## src/rtl/uart_pkt_pkg.sv

```systemverilog
// Shared types and helpers for the UART packet decoder family.
// Holds the frame-parser state encoding, the default SYNC value and id-width helper.
package uart_pkt_pkg;

  localparam logic [7:0] SYNC_DEFAULT = 8'h44;

  typedef enum logic [1:0] {
    ST_IDLE    = 2'd0,
    ST_TYPE    = 2'd1,
    ST_PAYLOAD = 2'd2,
    ST_CHECK   = 2'd3
  } state_e;

  // Width of an index able to address n items, never narrower than one bit.
  function automatic int ch_width(input int n);
    return (n > 1) ? $clog2(n) : 1;
  endfunction

endpackage

```

## src/rtl/uart_packet_decoder_if.sv

```systemverilog
// Decoder bus: received-byte strobe towards the decoder, committed packets and status back.
interface uart_packet_decoder_if #(
  parameter int PAYLOAD_BYTES = 10,
  parameter int N_CH          = 2
) ();
  import uart_pkt_pkg::*;

  localparam int CH_W = ch_width(N_CH);

  logic [7:0]                      rx_data;
  logic                            rx_valid;
  logic [N_CH*PAYLOAD_BYTES*8-1:0] payload;
  logic                            frame_valid;
  logic [CH_W-1:0]                 frame_ch;
  logic [7:0]                      err_count;
  logic                            busy;

  modport master (
    output rx_data, rx_valid,
    input  payload, frame_valid, frame_ch, err_count, busy
  );

  modport slave (
    input  rx_data, rx_valid,
    output payload, frame_valid, frame_ch, err_count, busy
  );

endinterface

```

## src/rtl/uart_byte_timeout.sv

```systemverilog
// Inter-byte watchdog: reloads on every byte, counts down while enabled, flags expiry.
// CYCLES = 0 disables it; expiry is reported on the CYCLES-th idle cycle after a restart.
module uart_byte_timeout #(
  parameter int CYCLES = 65000
) (
  input  logic clk,
  input  logic rst_n,
  input  logic i_restart,
  input  logic i_enable,
  output logic o_expired
);
  localparam int                CNT_W = (CYCLES > 1) ? $clog2(CYCLES) : 1;
  localparam logic [CNT_W-1:0]  LOAD  = (CYCLES > 0) ? CNT_W'(CYCLES - 1) : '0;

  logic [CNT_W-1:0] r_cnt;

  always_ff @(posedge clk or negedge rst_n) begin
    if (!rst_n) begin
      r_cnt <= '0;
    end else if (i_restart) begin
      r_cnt <= LOAD;
    end else if (i_enable && (r_cnt != '0)) begin
      r_cnt <= r_cnt - 1'b1;
    end
  end

  assign o_expired = (CYCLES != 0) && i_enable && (r_cnt == '0);

endmodule

```

## src/rtl/uart_packet_decoder.sv

```systemverilog
// Frames UART bytes (SYNC, TYPE, PAYLOAD_BYTES data) into per-channel payload registers.
// Define UART_PKT_CHECKSUM_EN to require a trailing XOR byte over TYPE and payload.
module uart_packet_decoder
  import uart_pkt_pkg::*;
#(
  parameter int         PAYLOAD_BYTES  = 10,
  parameter int         N_CH           = 2,
  parameter logic [7:0] SYNC_BYTE      = SYNC_DEFAULT,
  parameter int         TIMEOUT_CYCLES = 65000
) (
  input  logic                clk,
  input  logic                rst_n,
  uart_packet_decoder_if.slave bus
);
  localparam int              PW       = PAYLOAD_BYTES * 8;
  localparam int              CW       = ch_width(N_CH);
  localparam int              IW       = ch_width(PAYLOAD_BYTES);
  localparam logic [IW-1:0]   LAST_IDX = IW'(PAYLOAD_BYTES - 1);
  localparam logic [7:0]      N_CH_B   = 8'(N_CH);

  state_e          r_state;
  state_e          w_state_next;
  logic [CW-1:0]   r_ch;
  logic [CW-1:0]   r_frame_ch;
  logic [IW-1:0]   r_idx;
  logic [PW-1:0]   r_shadow;
  logic [PW-1:0]   w_shadow_next;
  logic            r_frame_valid;
  logic [7:0]      r_err_count;
  logic            w_byte;
  logic            w_in_frame;
  logic            w_expired;
  logic            w_commit;
  logic            w_err;
  logic            w_ch_ok;

  assign w_byte     = bus.rx_valid;
  assign w_in_frame = (r_state != ST_IDLE);
  assign w_ch_ok    = (bus.rx_data < N_CH_B);

  uart_byte_timeout #(
    .CYCLES (TIMEOUT_CYCLES)
  ) u_timeout (
    .clk       (clk),
    .rst_n     (rst_n),
    .i_restart (w_byte),
    .i_enable  (w_in_frame),
    .o_expired (w_expired)
  );

`ifdef UART_PKT_CHECKSUM_EN
  logic [7:0] r_xor;
  logic       w_sum_ok;

  assign w_sum_ok = (bus.rx_data == r_xor);

  always_ff @(posedge clk or negedge rst_n) begin
    if (!rst_n) begin
      r_xor <= '0;
    end else if (w_byte && (r_state == ST_TYPE)) begin
      r_xor <= bus.rx_data;
    end else if (w_byte && (r_state == ST_PAYLOAD)) begin
      r_xor <= r_xor ^ bus.rx_data;
    end
  end
`endif

  always_comb begin
    w_state_next  = r_state;
    w_commit      = 1'b0;
    w_err         = 1'b0;
    w_shadow_next = r_shadow;
    case (r_state)
      ST_IDLE: begin
        if (w_byte && (bus.rx_data == SYNC_BYTE)) w_state_next = ST_TYPE;
      end
      ST_TYPE: begin
        if (w_byte) begin
          if (w_ch_ok) begin
            w_state_next = ST_PAYLOAD;
          end else begin
            w_err        = 1'b1;
            w_state_next = ST_IDLE;
          end
        end
      end
      ST_PAYLOAD: begin
        if (w_byte) begin
          // Merge the incoming byte so a commit on the last byte sees the full frame.
          for (int k = 0; k < PAYLOAD_BYTES; k++) begin
            if (r_idx == IW'(k)) w_shadow_next[k*8 +: 8] = bus.rx_data;
          end
          if (r_idx == LAST_IDX) begin
`ifdef UART_PKT_CHECKSUM_EN
            w_state_next = ST_CHECK;
`else
            w_commit     = 1'b1;
            w_state_next = ST_IDLE;
`endif
          end
        end
      end
`ifdef UART_PKT_CHECKSUM_EN
      ST_CHECK: begin
        if (w_byte) begin
          w_state_next = ST_IDLE;
          if (w_sum_ok) w_commit = 1'b1;
          else          w_err    = 1'b1;
        end
      end
`endif
      default: w_state_next = ST_IDLE;
    endcase
    // A byte landing on the expiry cycle takes priority over the timeout.
    if (!w_byte && w_expired) begin
      w_state_next = ST_IDLE;
      w_err        = 1'b1;
    end
  end

  always_ff @(posedge clk or negedge rst_n) begin
    if (!rst_n) begin
      r_state       <= ST_IDLE;
      r_ch          <= '0;
      r_idx         <= '0;
      r_shadow      <= '0;
      r_frame_valid <= 1'b0;
      r_frame_ch    <= '0;
      r_err_count   <= '0;
    end else begin
      r_state       <= w_state_next;
      r_shadow      <= w_shadow_next;
      r_frame_valid <= w_commit;
      if (w_commit) r_frame_ch <= r_ch;
      if (w_err && (r_err_count != 8'hFF)) r_err_count <= r_err_count + 8'd1;
      if (w_byte && (r_state == ST_TYPE)) begin
        r_ch  <= bus.rx_data[CW-1:0];
        r_idx <= '0;
      end else if (w_byte && (r_state == ST_PAYLOAD)) begin
        r_idx <= r_idx + 1'b1;
      end
    end
  end

  for (genvar gi = 0; gi < N_CH; gi++) begin : g_slot
    logic [PW-1:0] r_slot;

    always_ff @(posedge clk or negedge rst_n) begin
      if (!rst_n) begin
        r_slot <= '0;
      end else if (w_commit && (r_ch == CW'(gi))) begin
        r_slot <= w_shadow_next;
      end
    end

    assign bus.payload[gi*PW +: PW] = r_slot;
  end

  assign bus.frame_valid = r_frame_valid;
  assign bus.frame_ch    = r_frame_ch;
  assign bus.err_count   = r_err_count;
  assign bus.busy        = w_in_frame;

endmodule

```

## src/flat_wrapper.sv

```systemverilog
// flat-port wrapper written by rule: the top's interface ports become plain ports
module uart_packet_decoder_flat import uart_pkt_pkg::*;
#(
  parameter int         PAYLOAD_BYTES  = 10,
  parameter int         N_CH           = 2,
  parameter logic [7:0] SYNC_BYTE      = SYNC_DEFAULT,
  parameter int         TIMEOUT_CYCLES = 65000
)
  (clk, rst_n, bus_rx_data, bus_rx_valid, bus_payload, bus_frame_valid, bus_frame_ch, bus_err_count, bus_busy);
  uart_packet_decoder_if #(.PAYLOAD_BYTES(PAYLOAD_BYTES), .N_CH(N_CH)) bus_i ();
  input  logic clk;
  input  logic rst_n;
  input wire logic [$bits(bus_i.rx_data)-1:0] bus_rx_data;
  input wire logic [$bits(bus_i.rx_valid)-1:0] bus_rx_valid;
  output wire logic [$bits(bus_i.payload)-1:0] bus_payload;
  output wire logic [$bits(bus_i.frame_valid)-1:0] bus_frame_valid;
  output wire logic [$bits(bus_i.frame_ch)-1:0] bus_frame_ch;
  output wire logic [$bits(bus_i.err_count)-1:0] bus_err_count;
  output wire logic [$bits(bus_i.busy)-1:0] bus_busy;
  assign bus_i.rx_data = bus_rx_data;
  assign bus_i.rx_valid = bus_rx_valid;
  assign bus_payload = bus_i.payload;
  assign bus_frame_valid = bus_i.frame_valid;
  assign bus_frame_ch = bus_i.frame_ch;
  assign bus_err_count = bus_i.err_count;
  assign bus_busy = bus_i.busy;
  uart_packet_decoder #(.PAYLOAD_BYTES(PAYLOAD_BYTES), .N_CH(N_CH), .SYNC_BYTE(SYNC_BYTE), .TIMEOUT_CYCLES(TIMEOUT_CYCLES)) u_core (.clk(clk), .rst_n(rst_n), .bus(bus_i));
endmodule
```

## config.mk

```make
export PLATFORM = sky130hd
export DESIGN_NAME = uart_packet_decoder_flat
export DESIGN_NICKNAME = d
export VERILOG_FILES = /design/src/rtl/uart_pkt_pkg.sv /design/src/rtl/uart_packet_decoder_if.sv /design/src/rtl/uart_byte_timeout.sv /design/src/rtl/uart_packet_decoder.sv /design/src/flat_wrapper.sv
export SDC_FILE = /design/constraint.sdc
export NUM_CORES = 1
export LEC_CHECK = 0
export CORE_MARGIN = 2
export CORE_UTILIZATION = 50
export DETAILED_ROUTE_END_ITERATION = 10
export MAX_ROUTING_LAYER = met4
export PLACE_DENSITY = 0.84
export RECOVER_POWER = 100
export SKIP_CTS_REPAIR_TIMING = 1
export SYNTH_ARGS = -nofsm -noshare
export SYNTH_HDL_FRONTEND = slang
export SYNTH_SLANG_ARGS = --single-unit
```

## constraint.sdc

```tcl
create_clock -name clk -period 3.8 [get_ports clk]
set_input_delay 0.38 -clock clk [delete_from_list [all_inputs] [get_ports clk]]
set_output_delay 0.38 -clock clk [all_outputs]
set_load 0.01 [all_outputs]
```

==> run summary, run 1 <==
The area growth from synthesis to layout is 28.6%. The number of fillers in the final layout is 1,495. Across the routed clock network, the largest skew measured is 7.76 ps. The category of the most critical setup path was in2reg. The root buffer cell chosen for the clock tree is clkbuf_16.

The number of sinks driven by the clock tree was 265. The logs give 0.0125 mm^2 for the area after detailed placement and 3 for the maximum clock path buffer count. The number of synthesized register bits was 265.

The floorplan has 52 rows. The first detailed-routing pass took 4 iterations. At the worst endpoint, the required time is 4130 ps. Element type at the critical path start: an input port. During synthesis, Yosys emitted a total of 0 warnings. The post-route clock period utilization was 0.783; the total routed wirelength was 25,400 um. The run gives 0.239 as the total track usage. The die covers 0.0220 mm^2. The maximum single-stage delay on the critical path came out at 1220 ps. The run gives 7,387 as the via count. Actual slew at the worst max-slew pin: 2300 ps.

The count of cells along the worst hold path was 2; the DRC violation count after routing was 0. IR analysis of the VDD net gives a maximum drop of 0.400 mV. The largest fanout of any net on the critical path was 31; the post-synthesis cell area was 0.0104 mm^2. The commonest register cell after synthesis is dfrtp_1. For the internal reg-to-reg setup slack, the log shows 850 ps. In the final design database the tool counted 1,124 nets. The final critical delay including setup and external delays came out at 2970 ps. The worst setup timing slack at the placement stage is 849 ps, and the number of cells produced by synthesis is 935. The count of buffers from port buffering came out at 181.

The critical path goes through dlygate4sd3_1 > buf_4 > nand2_1 > nor3_1 > mux2i_1 > o21ai_0. Highest-delay cell along the critical path: nor3_1. The final worst-path setup slack is 825 ps. Share of cells above drive strength 1: 0.0756. TritonCTS built the clock tree. The tools report the remaining antenna violation count after routing as 0. The tools report the first-pass GRT wire length as 40,400 um. The per-instance average area after synthesis is 11.2 um^2. The logs give 0 for the total count of hold-check failures in the final report and 952 for the total nets after synthesis. At the end of routability-driven placement, the weighted congestion stood at 0.869. The initial core utilization is 0.512. For the maximum clock rate, the log shows 336 MHz. In this run the worst setup path terminates at u_core.g_slot[1].r_slot[68]$_DFFE_PN0P_.

Setup violations remaining at the end of the flow were counted as 0. Dividing the detail-routed wire length by the instance count gives 18.2 um. The final reports fail on max-capacitance violations, max-slew violations. Per-cell via count in the routed design: 5.29. The flow ran to the end, but the final reports show violations.

For the worst hold slack, the log shows 473 ps. For this block, the initial DRC count from the detailed router was 502. For the initial antenna violation count, the log shows 1. The fraction of the yosys area taken by sequential cells was 0.636. Setup repair after global routing left no endpoint under its margin. The number of buffers and inverters on the critical path is 2. After global routing the overflow that remains totals 0. The floorplan step set the die width to 148 um. The placed wire-length estimate was 16,400 um; the accumulated negative setup slack was 0 ps. Arrival time of data at the critical path endpoint: 3310 ps. The min-delay analysis places its worst path in the category reg2reg. In this run the worst setup path begins at bus_rx_valid.

Buffers inserted during clock tree synthesis total 27. At the later pin of the worst-skew pair, clock insertion delay measures 520 ps. Number of H-tree branching levels: 1. Largest net degree at the start of global routing: 89. The logs give 97 for the number of pins exceeding their max-slew limit in the final report and 7,511 for the number of global-route vias before repair.

The depth of the most critical reg-to-reg path came out at 5. The max-slew headroom at the worst pin is -0.532, and the height of the die is 148 um. Counting distinct cell types in the post-synthesis netlist gives 43.

The tools report the source of the worst register-to-register timing path as u_core.r_state[1]$_DFFE_PN0P_. After routing the design area is 0.0134 mm^2. The clock input transition at the sequential cells of the worst setup and hold paths was 60 ps; the number of flops mapped to enable cells by yosys was 0.

The worst setup path is captured at a flop. The area of the placeable core is 0.0204 mm^2. Broken down by cell family, the worst path's largest delay share belongs to simple AND/OR/NAND/NOR gates. The worst reg2reg path endpoint is u_core.g_slot[1].r_slot[78]$_DFFE_PN0P_. Dividing total power by cell area gives a power density of 613 mW/mm^2.

The max capacitance violation total was 2. The tools report the I/O pin count as 182. The share of synthesized flip-flops with an asynchronous set or reset is 1.00, and the total number of cells along the worst setup path is 6. For the leakage power, the log shows 0.00716 uW.
## worst reg2reg max path: stages, from the launching register on
cell and delay (ps):
dfrtp_1 530, nor2b_1 340, and4_1 310, nand2_1 800, buf_12 530, mux2_2 330
## per-layer routing
metal | GRT usage | wire, um | up-vias
met5 | - | 0 | -
met4 | 0.0600 | 459 | 0
met3 | 0.0641 | 1990 | 40
met2 | 0.375 | 12400 | 204
met1 | 0.315 | 10600 | 3726
li1 | - | - | 3417
## stage by stage
stage          std cells   util  total power, uW
2_1_floorplan        935      -             4610
3_3_place_gp        1347  0.616             5560
3_5_place_dp        1347  0.616             5650
4_1_cts             1394  0.661             8420
5_1_grt             1396  0.659             8620
6_report            1396  0.659             8220
## area by class of cell
cell class	count	area [um^2]	area share
Sequential cell	265	6630	0.494
Multi-Input combinational cell	535	3240	0.242
Timing Repair Buffer	200	1980	0.148
Clock buffer	33	738	0.0550
Tap cell	270	338	0.0252
Inverter	78	293	0.0218
Clock inverter	14	185	0.0138
Antenna cell	1	2.50	0.000187
## kinds of logic (layout without fill, tap and decap cells)
| kind of cell | after synthesis | after routing | synth area share |
|---|---|---|---|
| compound gates | 169 | 169 | 0.0846 |
| buf+inv | 135 | 325 | 0.0510 |
| xor+xnor | 19 | 19 | 0.0160 |
| fa+ha+maj | 6 | 6 | 0.00720 |
| simple gates | 249 | 249 | 0.115 |
| other cells | 0 | 1 | 0 |
| mux | 92 | 92 | 0.0904 |
| flops | 265 | 265 | 0.636 |
## synthesized netlist by cell type, types with 2 or more instances
cell      instances  area, um^2
and2_1            2        12.5
nor2b_1           9        56.3
xor2_1           18         158
nand4b_1          3        26.3
nor4b_1           2        17.5
mux2_2           17         191
clkbuf_1         42         158
nand4_1           8        50.1
mux2i_1          74         741
and4_1            5        43.8
nor4_4            2        42.5
nor2_1           81         304
inv_1            78         293
buf_2            14        70.1
dfrtp_1         265        6630
a21oi_2           5        43.8
nand3_1          14        70.1
a21oi_1          76         380
o21ai_0          82         410
nand2b_1         12        75.1
nor3_1            3        15.0
nand3b_1          4        30.0
nand2_1          92         345
nor3_2            2        20.0
ha_1              6        75.1
nor4_1            2        12.5
## placed cells by master, fill, tap and decap left out, drive strengths merged, types with 37 or more instances in the layout
cell type / n
dfrtp: 265
nor2: 81
mux2i: 74
o21ai: 83
inv: 80
dlygate4sd3: 173
nand2: 93
a21oi: 81
clkbuf: 37
## power by group
part | internal, uW | total, uW | switching (uW) | leakage, uW
Combinational | 774 | 1760 | 984 | 0.00315
Sequential | 3430 | 3730 | 298 | 0.00356
Clock | 1650 | 2740 | 1080 | 0.000449
Total | 5860 | 8220 | 2370 | 0.00716
## how the worst min path moves through the flow
| stage | startpoint | endpoint |
|---|---|---|
| global route | u_core.g_slot[1].r_slot[42]$_DFFE_PN0P_ | u_core.g_slot[1].r_slot[42]$_DFFE_PN0P_ |
| CTS | rst_n | u_core.g_slot[1].r_slot[39]$_DFFE_PN0P_ |
| floorplan | rst_n | u_core.bus.err_count[0]$_DFFE_PN0P_ |
| global placement | rst_n | u_core.g_slot[1].r_slot[39]$_DFFE_PN0P_ |
| finish | u_core.g_slot[1].r_slot[59]$_DFFE_PN0P_ | u_core.g_slot[1].r_slot[59]$_DFFE_PN0P_ |
| detailed placement | rst_n | u_core.g_slot[1].r_slot[39]$_DFFE_PN0P_ |
## registers in the layout (all words and copies together), names as in the netlist, 2 cells and up
signal                  count
u_core.bus.err_count        8
u_core.g_slot.r_slot      160
u_core.r_idx                4
u_core.r_shadow            72
u_core.r_state              2
u_core.u_timeout.r_cnt     16
Power figures use the tool's default switching activity.
==> run 2: changes to the inputs <==
- CORE_UTILIZATION: 50 -> 47
- PLACE_DENSITY: 0.84 -> 0.83
- clock period: 3.8 -> 2.58 ns (I/O delays scaled with it)
==> run summary, run 2 (synthesis results as in run 1) <==
The flow ran to the end, and the final reports show no timing, DRC or antenna violations. The max-slew headroom at the worst pin is 0.0789. In this run the standard cell core region covers 0.0218 mm^2. The slowest stage of the critical path is the dfrtp_1 cell. The maximum vdd ir drop was 0.649 mV. Combinational share of power: 0.206. The path class of the tightest hold or removal check is reg2reg. The DRC violation count after routing came out at 0.

The top cell types in the final layout, fill and taps aside, are dfrtp_1, dlygate4sd3_1, nand2_1. For this run, the slowest stage of the critical path takes 620 ps. For the worst setup path, the data required time is 3020 ps. The tools report the worst clock skew as 31.0 ps. TritonCTS built the clock tree. The element type at the critical path start is a flop. The detailed router placed 7,508 vias in this run. The number of H-tree branching levels was 1; the height of the die was 153 um.

The placed wire-length estimate is 17,100 um, and the number of DRC violations after detailed-routing iteration 0 is 403. Setup repair after global routing left no endpoint under its margin. The net switching power of the design came out at 3560 uW. The power density over the cells is 915 mW/mm^2. The tools report the share of power burned in the clock network as 0.353.

The share of cells above drive strength 1 is 0.0903, and the area added between synthesis and finish is 30.9%. Derived from the worst setup path, the maximum achievable clock frequency is 409 MHz. The run gives 0 as the number of pins exceeding their max-slew limit in the final report. The number of buffers and inverters on the critical path is 1, and the I/O pin count is 182. The initial core utilization came out at 0.478. The clock latency on the worst-skew pair came out at 550 ps. The largest net degree at the start of global routing is 99, and the initial antenna violation count is 0.

After clock tree synthesis, the clock-pin slew on the worst setup and hold paths is 70 ps. The final-report setup violation count was 0; the total track usage was 0.229. The post-route clock period utilization was 0.947. In the final routed layout, each cell accounts on average for 18.2 um.

The internal power of the cells totals 8930 uW. The largest registers in the layout are u_core.g_slot.r_slot: 160 flops, u_core.r_shadow: 72 flops, u_core.u_timeout.r_cnt: 16 flops. The floorplan step set the die width to 153 um. The count of antenna diodes in the layout is 0. During placement, the flow inserted port buffers numbering 181. The register with the most flip-flops in the layout has 160 of them. The tools report the number of optimization iterations in the first detailed-route pass as 5. The final critical delay including setup and external delays was 2440 ps; the total CTS buffers was 27.

STA puts the critical path data arrival time at 2880 ps. The switching fraction of total power came out at 0.285. The critical path capture point type is a flop. The floorplan has 54 rows. The actual slew at the worst max-slew pin was 1380 ps; the accumulated negative setup slack was 0 ps.

Counting along the longest clock path gives a buffer depth of 3. Traced cell by cell, the critical path runs through nor2b_1 > and4_1 > nand2_1 > clkbuf_4 > mux2_2. The routed design has 26,100 um of wire. At the end of the flow, the number of nets in the layout was 1,148. The clock net in this run drives a total of 265 sinks. The part of the power in registers was 0.441; the remaining antenna violation count after routing was 0. The floorplan die area is 0.0234 mm^2, and the max capacitance violation total is 0.

Routability-driven placement finished with a final weighted congestion of 0.860. Global routing finished with a remaining overflow of 0. The tightest hold path in the finished design has a slack of 477 ps.

Leaving out fill and tap cells, the most frequent cell in the layout is dfrtp_1. In this design, the largest share of critical-path delay is due to simple AND/OR/NAND/NOR gates. The first-pass GRT wire length was 41,900 um; the total count of hold-check failures in the final report was 0.

After detailed routing, the number of vias per cell comes to 5.24. The critical path in this run is classified as reg2reg. The tools report the leakage power as 0.00726 uW. The largest fanout of any net on the critical path came out at 33. The tree is rooted in a clkbuf_16. The number of global-route vias before repair is 7,801.

More flip-flops sit in one register than any other, and that register is u_core.g_slot.r_slot.
## run 2: metal layers
metal | GRT usage | share of wire
met1 | 0.295 | 0.42
met2 | 0.361 | 0.48
met3 | 0.0567 | 0.066
met4 | 0.0728 | 0.028
met5 | - | 0
## run 2: worst paths after layout
check | start | endpoint | slack (ps) | depth (start not counted)
setup / recovery | u_core.r_state[0]$_DFFE_PN0P_ | u_core.g_slot[1].r_slot[78]$_DFFE_PN0P_ | 140 | 5
hold / removal | u_core.g_slot[1].r_slot[16]$_DFFE_PN0P_ | u_core.g_slot[1].r_slot[16]$_DFFE_PN0P_ | 480 | 2
setup reg to reg | u_core.r_state[0]$_DFFE_PN0P_ | u_core.g_slot[1].r_slot[78]$_DFFE_PN0P_ | 140 | 5
hold reg to reg | u_core.g_slot[1].r_slot[16]$_DFFE_PN0P_ | u_core.g_slot[1].r_slot[16]$_DFFE_PN0P_ | 480 | 2
max in group asynchronous | rst_n | u_core.r_shadow[9]$_DFF_PN0_ | 360 | 3
min in group asynchronous | rst_n | u_core.bus.err_count[0]$_DFFE_PN0P_ | 560 | 2
## run 2: power by group through the flow
| stage | clock network (uW) | registers (uW) | logic (uW) |
|---|---|---|---|
| floorplan | 0 | 5680 | 1110 |
| global placement | 0 | 5550 | 2630 |
| detailed placement | 0 | 5580 | 2750 |
| CTS | 4480 | 5540 | 2790 |
| global route | 4660 | 5610 | 2860 |
| finish | 4410 | 5510 | 2570 |
## run 2: through the flow
| step | instance area, um^2 | total power (uW) | utilization | instances | setup slack [ps] |
|---|---|---|---|---|---|
| after CTS | 13800 | 12800 | 0.633 | 1431 | 170 |
| after detailed placement | 12800 | 8330 | 0.586 | 1381 | 226 |
| after global routing | 13700 | 13100 | 0.626 | 1432 | 19.5 |
| final | 13700 | 12500 | 0.626 | 1432 | 138 |
| after global placement | 12800 | 8180 | 0.586 | 1381 | 327 |
| after floorplan | 10400 | 6790 | - | 935 | 353 |
## run 2: worst min-delay path: stages (launching register included)
cell and delay, ps:
dfrtp_1 340, nand2_1 50, o21ai_0 60
## run 2: layout make-up
cell class	count	area [um^2]
Sequential cell	265	6630
Clock inverter	19	305
Tap cell	280	350
Timing Repair Buffer	224	2120
Clock buffer	31	721
Multi-Input combinational cell	535	3230
Fill cell	1643	8170
Inverter	78	293
